## src/rtl/i_imm_pkg.sv

```systemverilog
// Shared constants for the I-format immediate control unit: opcodes, ALU
// function codes, PC select encoding and FSM state encodings.
package i_imm_pkg;

    localparam logic [9:0] OP_ADDI  = 10'b1001000100;
    localparam logic [9:0] OP_ADDIS = 10'b1011000100;
    localparam logic [9:0] OP_SUBI  = 10'b1101000100;
    localparam logic [9:0] OP_SUBIS = 10'b1111000100;
    localparam logic [9:0] OP_ANDI  = 10'b1001001000;
    localparam logic [9:0] OP_ANDIS = 10'b1111001000;
    localparam logic [9:0] OP_ORRI  = 10'b1011001000;
    localparam logic [9:0] OP_EORI  = 10'b1101001000;

    localparam logic [4:0] FS_AND = 5'b00000;
    localparam logic [4:0] FS_ORR = 5'b00100;
    localparam logic [4:0] FS_ADD = 5'b01000;
    localparam logic [4:0] FS_SUB = 5'b01001;
    localparam logic [4:0] FS_EOR = 5'b01100;

    localparam logic [1:0] PS_INC = 2'b01;
    localparam logic [4:0] XZR    = 5'd31;

    localparam logic [0:0] ST_IDLE = 1'b0;
    localparam logic [0:0] ST_HOLD = 1'b1;

endpackage

```

## src/rtl/i_imm_decode.sv

```systemverilog
// Pure combinational decode of one I-format instruction into control-word
// fields. Unsupported opcodes yield a harmless word flagged as illegal.
module i_imm_decode
    import i_imm_pkg::*;
#(
    parameter int DATA_W = 64,
    parameter int IMM_W  = 12
) (
    input  logic [31:0]       instr_i,
    output logic [4:0]        da_o,
    output logic [4:0]        sa_o,
    output logic [4:0]        sb_o,
    output logic [4:0]        fs_o,
    output logic [1:0]        ps_o,
    output logic              reg_write_o,
    output logic              mem_write_o,
    output logic              pc_sel_o,
    output logic              b_sel_o,
    output logic              status_load_o,
    output logic [DATA_W-1:0] k_o,
    output logic              illegal_o
);

    logic [9:0] opcode;
    logic       legal;
    logic [4:0] fs;
    logic       sets_flags;

    assign opcode = instr_i[31:22];

    always_comb begin
        legal      = 1'b1;
        fs         = FS_AND;
        sets_flags = 1'b0;
        case (opcode)
            OP_ADDI:  fs = FS_ADD;
            OP_ADDIS: begin fs = FS_ADD; sets_flags = 1'b1; end
            OP_SUBI:  fs = FS_SUB;
            OP_SUBIS: begin fs = FS_SUB; sets_flags = 1'b1; end
            OP_ANDI:  fs = FS_AND;
            OP_ANDIS: begin fs = FS_AND; sets_flags = 1'b1; end
            OP_ORRI:  fs = FS_ORR;
            OP_EORI:  fs = FS_EOR;
            default:  legal = 1'b0;
        endcase
    end

    always_comb begin
        da_o          = instr_i[4:0];
        sa_o          = instr_i[9:5];
        sb_o          = 5'd0;
        ps_o          = PS_INC;
        pc_sel_o      = 1'b0;
        mem_write_o   = 1'b0;
        b_sel_o       = 1'b1;
        fs_o          = legal ? fs : 5'd0;
        status_load_o = legal && sets_flags;
        // Writes to XZR are dropped so the register file never sees them.
        reg_write_o   = legal && (instr_i[4:0] != XZR);
        illegal_o     = !legal;
        k_o           = '0;
        if (legal) begin
            k_o[IMM_W-1:0] = instr_i[10+IMM_W-1:10];
        end
    end

endmodule

```

## src/rtl/i_imm_ctrl_unit.sv

```systemverilog
// Registered I-format decoder: one-entry output register with valid/ready on
// both sides, a two-state FSM and a counter of legal words consumed.
module i_imm_ctrl_unit
    import i_imm_pkg::*;
#(
    parameter int DATA_W = 64,
    parameter int IMM_W  = 12,
    parameter int CNT_W  = 16
) (
    input  logic              clock,
    input  logic              reset,
    input  logic              instr_valid,
    input  logic [31:0]       instr,
    output logic              instr_ready,
    output logic              cw_valid,
    input  logic              cw_ready,
    output logic [4:0]        DA,
    output logic [4:0]        SA,
    output logic [4:0]        SB,
    output logic [4:0]        FS,
    output logic [1:0]        PS,
    output logic              regWrite,
    output logic              memWrite,
    output logic              PC_sel,
    output logic              B_sel,
    output logic              status_load,
    output logic [DATA_W-1:0] k,
    output logic              state,
    output logic              illegal,
    output logic [CNT_W-1:0]  retired
);

    // Handshake: a transfer happens on a side only in a cycle where its valid
    // and ready are both high; instr_ready also lets a new word replace the
    // held one in the same cycle it is consumed, so there is no bubble.
    logic accept;
    logic consume;

    logic [0:0] state_q, state_d;

    logic [4:0]        dec_da, dec_sa, dec_sb, dec_fs;
    logic [1:0]        dec_ps;
    logic              dec_reg_write, dec_mem_write, dec_pc_sel, dec_b_sel;
    logic              dec_status_load, dec_illegal;
    logic [DATA_W-1:0] dec_k;

    logic [4:0]        da_q, sa_q, sb_q, fs_q;
    logic [1:0]        ps_q;
    logic              reg_write_q, mem_write_q, pc_sel_q, b_sel_q;
    logic              status_load_q, illegal_q;
    logic [DATA_W-1:0] k_q;
    logic [CNT_W-1:0]  retired_q;

    i_imm_decode #(
        .DATA_W (DATA_W),
        .IMM_W  (IMM_W)
    ) u_decode (
        .instr_i       (instr),
        .da_o          (dec_da),
        .sa_o          (dec_sa),
        .sb_o          (dec_sb),
        .fs_o          (dec_fs),
        .ps_o          (dec_ps),
        .reg_write_o   (dec_reg_write),
        .mem_write_o   (dec_mem_write),
        .pc_sel_o      (dec_pc_sel),
        .b_sel_o       (dec_b_sel),
        .status_load_o (dec_status_load),
        .k_o           (dec_k),
        .illegal_o     (dec_illegal)
    );

    assign cw_valid    = (state_q == ST_HOLD);
    assign instr_ready = !cw_valid || cw_ready;
    assign accept      = instr_valid && instr_ready;
    assign consume     = cw_valid && cw_ready;

    always_comb begin
        state_d = state_q;
        case (state_q)
            ST_IDLE: if (accept) state_d = ST_HOLD;
            ST_HOLD: if (consume && !accept) state_d = ST_IDLE;
            default: state_d = ST_IDLE;
        endcase
    end

    always_ff @(posedge clock or negedge reset) begin
        if (!reset) begin
            state_q       <= ST_IDLE;
            da_q          <= '0;
            sa_q          <= '0;
            sb_q          <= '0;
            fs_q          <= '0;
            ps_q          <= '0;
            reg_write_q   <= 1'b0;
            mem_write_q   <= 1'b0;
            pc_sel_q      <= 1'b0;
            b_sel_q       <= 1'b0;
            status_load_q <= 1'b0;
            illegal_q     <= 1'b0;
            k_q           <= '0;
            retired_q     <= '0;
        end else begin
            state_q <= state_d;
            if (accept) begin
                da_q          <= dec_da;
                sa_q          <= dec_sa;
                sb_q          <= dec_sb;
                fs_q          <= dec_fs;
                ps_q          <= dec_ps;
                reg_write_q   <= dec_reg_write;
                mem_write_q   <= dec_mem_write;
                pc_sel_q      <= dec_pc_sel;
                b_sel_q       <= dec_b_sel;
                status_load_q <= dec_status_load;
                illegal_q     <= dec_illegal;
                k_q           <= dec_k;
            end
            if (consume && !illegal_q) begin
                retired_q <= retired_q + CNT_W'(1);
            end
        end
    end

    assign DA          = da_q;
    assign SA          = sa_q;
    assign SB          = sb_q;
    assign FS          = fs_q;
    assign PS          = ps_q;
    assign regWrite    = reg_write_q;
    assign memWrite    = mem_write_q;
    assign PC_sel      = pc_sel_q;
    assign B_sel       = b_sel_q;
    assign status_load = status_load_q;
    assign k           = k_q;
    assign illegal     = illegal_q;
    assign retired     = retired_q;
    assign state       = (state_q == ST_HOLD);

endmodule

```

## config.mk

```make
export PLATFORM = sky130hd
export DESIGN_NAME = i_imm_ctrl_unit
export DESIGN_NICKNAME = d
export VERILOG_FILES = /design/src/rtl/i_imm_pkg.sv /design/src/rtl/i_imm_decode.sv /design/src/rtl/i_imm_ctrl_unit.sv
export SDC_FILE = /design/constraint.sdc
export NUM_CORES = 1
export LEC_CHECK = 0
export CAP_MARGIN = 10
export CORE_MARGIN = 2
export CORE_UTILIZATION = 36
export DETAILED_ROUTE_END_ITERATION = 8
export PLACE_DENSITY = 0.78
export SLEW_MARGIN = 5
export SYNTH_ARGS = -nofsm -noshare
export SYNTH_HDL_FRONTEND = slang
export SYNTH_SLANG_ARGS = --single-unit
```

## constraint.sdc

```tcl
create_clock -name clock -period 1.7 [get_ports clock]
set_input_delay 0.34 -clock clock [delete_from_list [all_inputs] [get_ports clock]]
set_output_delay 0.34 -clock clock [all_outputs]
set_load 0.05 [all_outputs]
```

**Yosys cells after proc, flatten, opt, wreduce, memory -nomap -nowiden**

Cells that the tools add are included.

- Memories: 0
- Memory bits (writable): 0
- ROM bits: 0
- Register bits after elaboration: 48
- Bits in latches: 0
- Logic and storage cells: 44

- Equal/unequal tests: 9
- Multiply operators: 0
- Reductions and logical operators: 15
- Divide/modulo/power cells: 0
- $lt $le $gt $ge: 0
- Muxes and demuxes: 8
- Add/sub/neg operators: 1
- Shift operators: 0
- Bitwise gates (word level): 1

Operators with widths:

| operator | count |
|---|---|
| $eq A10 B10 Y1 const B | 8 |
| $add A16 B1 Y16 const B | 1 |
| $pmux W4 S4 | 1 |
| $mux W12 | 1 |
| $reduce_or A8 Y1 | 1 |
| $logic_and A1 B1 Y1 | 6 |
| $ne A5 B5 Y1 const B | 1 |
| $logic_not A1 Y1 | 4 |
| $mux W1 | 4 |
| $mux W4 | 1 |
| $reduce_or A2 Y1 | 2 |
| $reduce_or A3 Y1 | 1 |
| $pmux W1 S2 | 1 |
| $logic_or A1 B1 Y1 | 1 |
| $not A1 Y1 | 1 |

**Logic depth before layout (Yosys ltp)**

- Word-level depth: 7
- Mapped depth: 6
- Mapped depth without buffers: 5

**Modules after synthesis**

Synthesis repeated with hierarchy kept, for this count alone.

- Cell total of the unflattened synthesis: 369
- Area total of the unflattened synthesis: 4971.0 um2

By module, submodules not included:

| module | cells each | times used | area an instance (um2) | seq. area each (um2) |
|---|---|---|---|---|
| i_imm_ctrl_unit | 260 | 1 | 4192.8 | 2727.6 |
| i_imm_decode | 109 | 1 | 778.2 | 0.0 |

**Worst setup path before layout**

OpenSTA, ideal clock, no wires.

- Kind: register -> register
- Start point: reg state_q (netlist: cw_valid)
- End point: reg illegal_q (netlist: illegal)
- Cell stages (with the launch flop): 5
- Setup time: 0.128 ns
- Data arrival time: 1.761 ns
- Period minus slack after synthesis: 1.889 ns
- Data required time: 1.572 ns
- Setup slack: -0.189 ns
- Path through: dfrtp_1 -> nand2b_2 -> and2_1 -> buf_4 -> mux2_1

- Cells in the longest elaborated chain, start to end: 3

RTL lines:

| what | RTL line | RTL |
|---|---|---|
| from (decl) | i_imm_ctrl_unit.sv:39 | `logic [0:0] state_q, state_d;` |
| from (signal assigned) | i_imm_ctrl_unit.sv:104 | `state_q <= state_d;` |
| $logic_not A1 Y1 | i_imm_ctrl_unit.sv:74 | `assign instr_ready = !cw_valid \|\| cw_ready;` |
| $logic_or A1 B1 Y1 | i_imm_ctrl_unit.sv:74 |  |
| via instr_ready | i_imm_ctrl_unit.sv:14 | `output logic instr_ready,` |
| $logic_and A1 B1 Y1 | i_imm_ctrl_unit.sv:75 | `assign accept = instr_valid && instr_ready;` |
| to (signal assigned) | i_imm_ctrl_unit.sv:116 | `illegal_q <= dec_illegal;` |
| to (decl) | i_imm_ctrl_unit.sv:50 | `logic status_load_q, illegal_q;` |

The timed path passes the listed nets, and every way through them passes these cells.
A chain may end at the register's enable or synchronous reset.

**Final worst setup path**

- Start point: reg state_q (netlist: cw_valid)
- End point: out instr_ready

- Cells in the longest elaborated chain, start to end: 2

RTL lines:

| what | RTL line |
|---|---|
| $logic_not A1 Y1 | i_imm_ctrl_unit.sv:74 |
| $logic_or A1 B1 Y1 | i_imm_ctrl_unit.sv:74 |
| to (decl) | i_imm_ctrl_unit.sv:14 |

No other way between the ends.

==> impl_metrics.py <==
metrics = {
    "run_status": {
        "outcome": "completed",
    },
    "worst_hold_path": {
        "min_path_cells": 2,
        "min_to": "DA[1]$_DFFE_PN0P_",
        "worst_hold_startpoint": "DA[1]$_DFFE_PN0P_",
        "min_path_type": "reg -> reg",
    },
    "floorplan": {
        "io_pins": 147,
        "die_w_um": 86.6,
        "die_area_um2": 7510,
        "die_h_um": 86.6,
        "coreArea_um2": 6720,
        "start_util": 0.366,
        "rows": 30,
    },
    "finish": {
        "layout_common_cells": "nand2_1 (64), conb_1 (62), buf_4 (58), dfrtp_1 (45), clkdlybuf4s50_1 (33)",
        "syn_to_final_growth_pct": 35.5,
        "nFillCells": 644,
        "fin_cells": 439,
        "drive_above_1_share": 0.234,
        "antenna_cells": 0,
        "utilization": 0.496,
        "final_common_cell": "nand2_1",
        "nNetsFinal": 395,
    },
    "global_routing": {
        "grt_pass1_vias": 1766,
        "grt_usage": 0.135,
        "gr-total-overflow": 0,
        "antenna_found_initial": 0,
        "grt_max_degree": 21,
        "grt_pass1_wl_mm": 7.85,
    },
    "critical_path": {
        "worstPathCellList": "nand2b_2, buf_4, buf_12",
        "critPathMaxStageDelay_ps": 500,
        "worst_setup_path_end_kind": "primary output",
        "worstSetupStartpoint": "cw_valid$_DFF_PN0_",
        "r2r_cells": 4,
        "cp_max_fo": 7,
        "critPathSlowestCell": "dfrtp_2",
        "required_ps": 1360,
        "cp-start-kind": "flip-flop",
        "critical_path_class": "reg -> out",
        "r2r_end": "retired[10]$_DFFE_PN0P_",
        "arrival_ps": 1190,
        "r2r_slack_ps": 190,
        "rr_startpoint": "retired[0]$_DFFE_PN0P_",
    },
    "placement": {
        "post-place-cells": 430,
        "post-dp-hpwl_mm": 4.02,
        "gp_congestion": 0.739,
        "port_buffers": 84,
    },
    "synthesis": {
        "syn_area_um2": 2460,
        "async_reset_ff_frac": 1.00,
        "synth-edff-count": 0,
        "ys_warn_count": 0,
        "synthFlopType": "dfrtp_1",
        "syn_inst": 258,
        "ys_ff_latch": 46,
        "synth.distinct_cells": 37,
        "synth.avg_cell_area_um2": 9.53,
        "ys_seq_area_frac": 0.468,
    },
    "drt": {
        "first_pass_iters": 4,
        "drt_iter0_markers": 52,
        "drc": 0,
        "wl_per_cell_um": 11.6,
        "wl_mm": 5.09,
        "viasPerCell": 4.24,
        "vias": 1863,
        "postRouteAntennaNets": 0,
    },
    "pwr": {
        "vdd_drop_max_v": 0.000328,
        "leakagePower_nw": 1.72,
        "power_mw": 2.70,
        "p_per_area_nw_per_um2": 812,
    },
    "clock_network": {
        "cts.sinks": 46,
        "clkTransAtPathRegs_ps": 90,
        "clock-root-buffer": "clkbuf_8",
        "cts_tree": "done",
        "numCtsBuffers": 5,
        "cts_max_path_buffers": 2,
        "clock_latency_ps": 290,
        "cts_setup_buffers": 0,
        "h-tree-depth": 2,
    },
    "timing": {
        "post-route-period-util": 0.902,
        "timing.hold.ws_ps": 484,
        "fin_skew_ps": 6.53,
        "fmax_ghz": 0.652,
        "fin_setup_tns_ps": 0,
        "finalSetupViolations": 0,
        "slew_headroom": 0.662,
        "slew_violations": 0,
        "post-route-min-period_ps": 1530,
        "worst-slew-pin-transition_ps": 507,
        "hold_violations": 0,
        "rsz0062_at_grt": "no",
    },
    "job": {
        "drv_cap": 0,
    },
}
## through the flow
stage,worst slack [ps],area [um^2]
floorplan,16.5,2690
finish,166,3330
CTS,110,3330
global route,53.0,3330
detailed placement,-198,3230
global placement,-151,3230
## state kept, by name, indices dropped and copies added (netlist names)
name	cells
regWrite	1
illegal	1
retired	16
status_load	1
PS	1
FS	3
DA	5
cw_valid	1
SA	5
k	12
## per-layer routing
metal  wire [um]  GRT usage
met1        2100      0.155
met2        2560      0.238
met3         388     0.0438
met4          44     0.0440
met5           0          0
## cells in the mapped netlist, types with 2 or more instances
library cell,number,area share
and3_1,2,0.0051
buf_2,3,0.0061
buf_4,66,0.20
dfrtp_1,46,0.47
inv_1,2,0.0031
nand2_1,64,0.098
nand2b_1,2,0.0051
nand3_1,6,0.012
nand4_1,6,0.015
nor2_1,5,0.0076
nor2b_1,2,0.0051
o21ai_1,13,0.026
o31ai_1,3,0.0092
xnor2_1,9,0.032
xor2_1,7,0.025
## kinds of logic (layout without fill, tap and decap cells)
logic type               after synthesis  count (layout)  share of synthesized area
adder cells (fa/ha/maj)                1               1                    0.00509
multiplexers                           2               2                    0.00916
flip-flops                            46              46                      0.468
AO/OA/AOI/OAI                         20              20                     0.0468
AND/OR/NAND/NOR                       99              99                      0.198
buffers and inverters                 73             113                      0.214
other                                  1              62                    0.00153
XOR/XNOR                              16              16                     0.0570
## worst max path at each step
stage / endpoint / cells after the start
after floorplan: retired[12]$_DFFE_PN0P_ / 5
after global placement: k[0]$_DFFE_PN0P_ / 5
after CTS: regWrite$_DFFE_PN0P_ / 6
after detailed placement: regWrite$_DFFE_PN0P_ / 6
after global routing: retired[10]$_DFFE_PN0P_ / 4
final: instr_ready / 3
## area by class of cell
cell class / instances / area (um^2) / share of cell area
sequential: 46 / 1150 / 0.346
timing repair buffer: 103 / 970 / 0.291
clock buffer: 5 / 68.8 / 0.0207
inverter: 2 / 7.51 / 0.00225
clock inverter: 3 / 21.3 / 0.00639
tap: 80 / 100 / 0.0301
multi-input combinational: 200 / 1010 / 0.304
## repair_timing
| action | in CTS | in global routing |
|---|---|---|
| resized for setup | 1 | 0 |
| hold buffers | 1 | 0 |
| setup endpoints to repair | 1 | 0 |
| hold endpoints to repair | 17 | 0 |
## report_power, final
part / internal (mW) / total, mW / switching, mW
Sequential: 1.14 / 1.19 / 0.0493
Clock: 0.289 / 0.671 / 0.382
Combinational: 0.233 / 0.843 / 0.610
## worst max-delay path, delay by kind of cell (launching register included)
family / cells / cell delay, ps
simple gates: 1 / 100
flops: 1 / 500
buf+inv: 2 / 290
No activity file was read; power rests on OpenSTA's default activity.
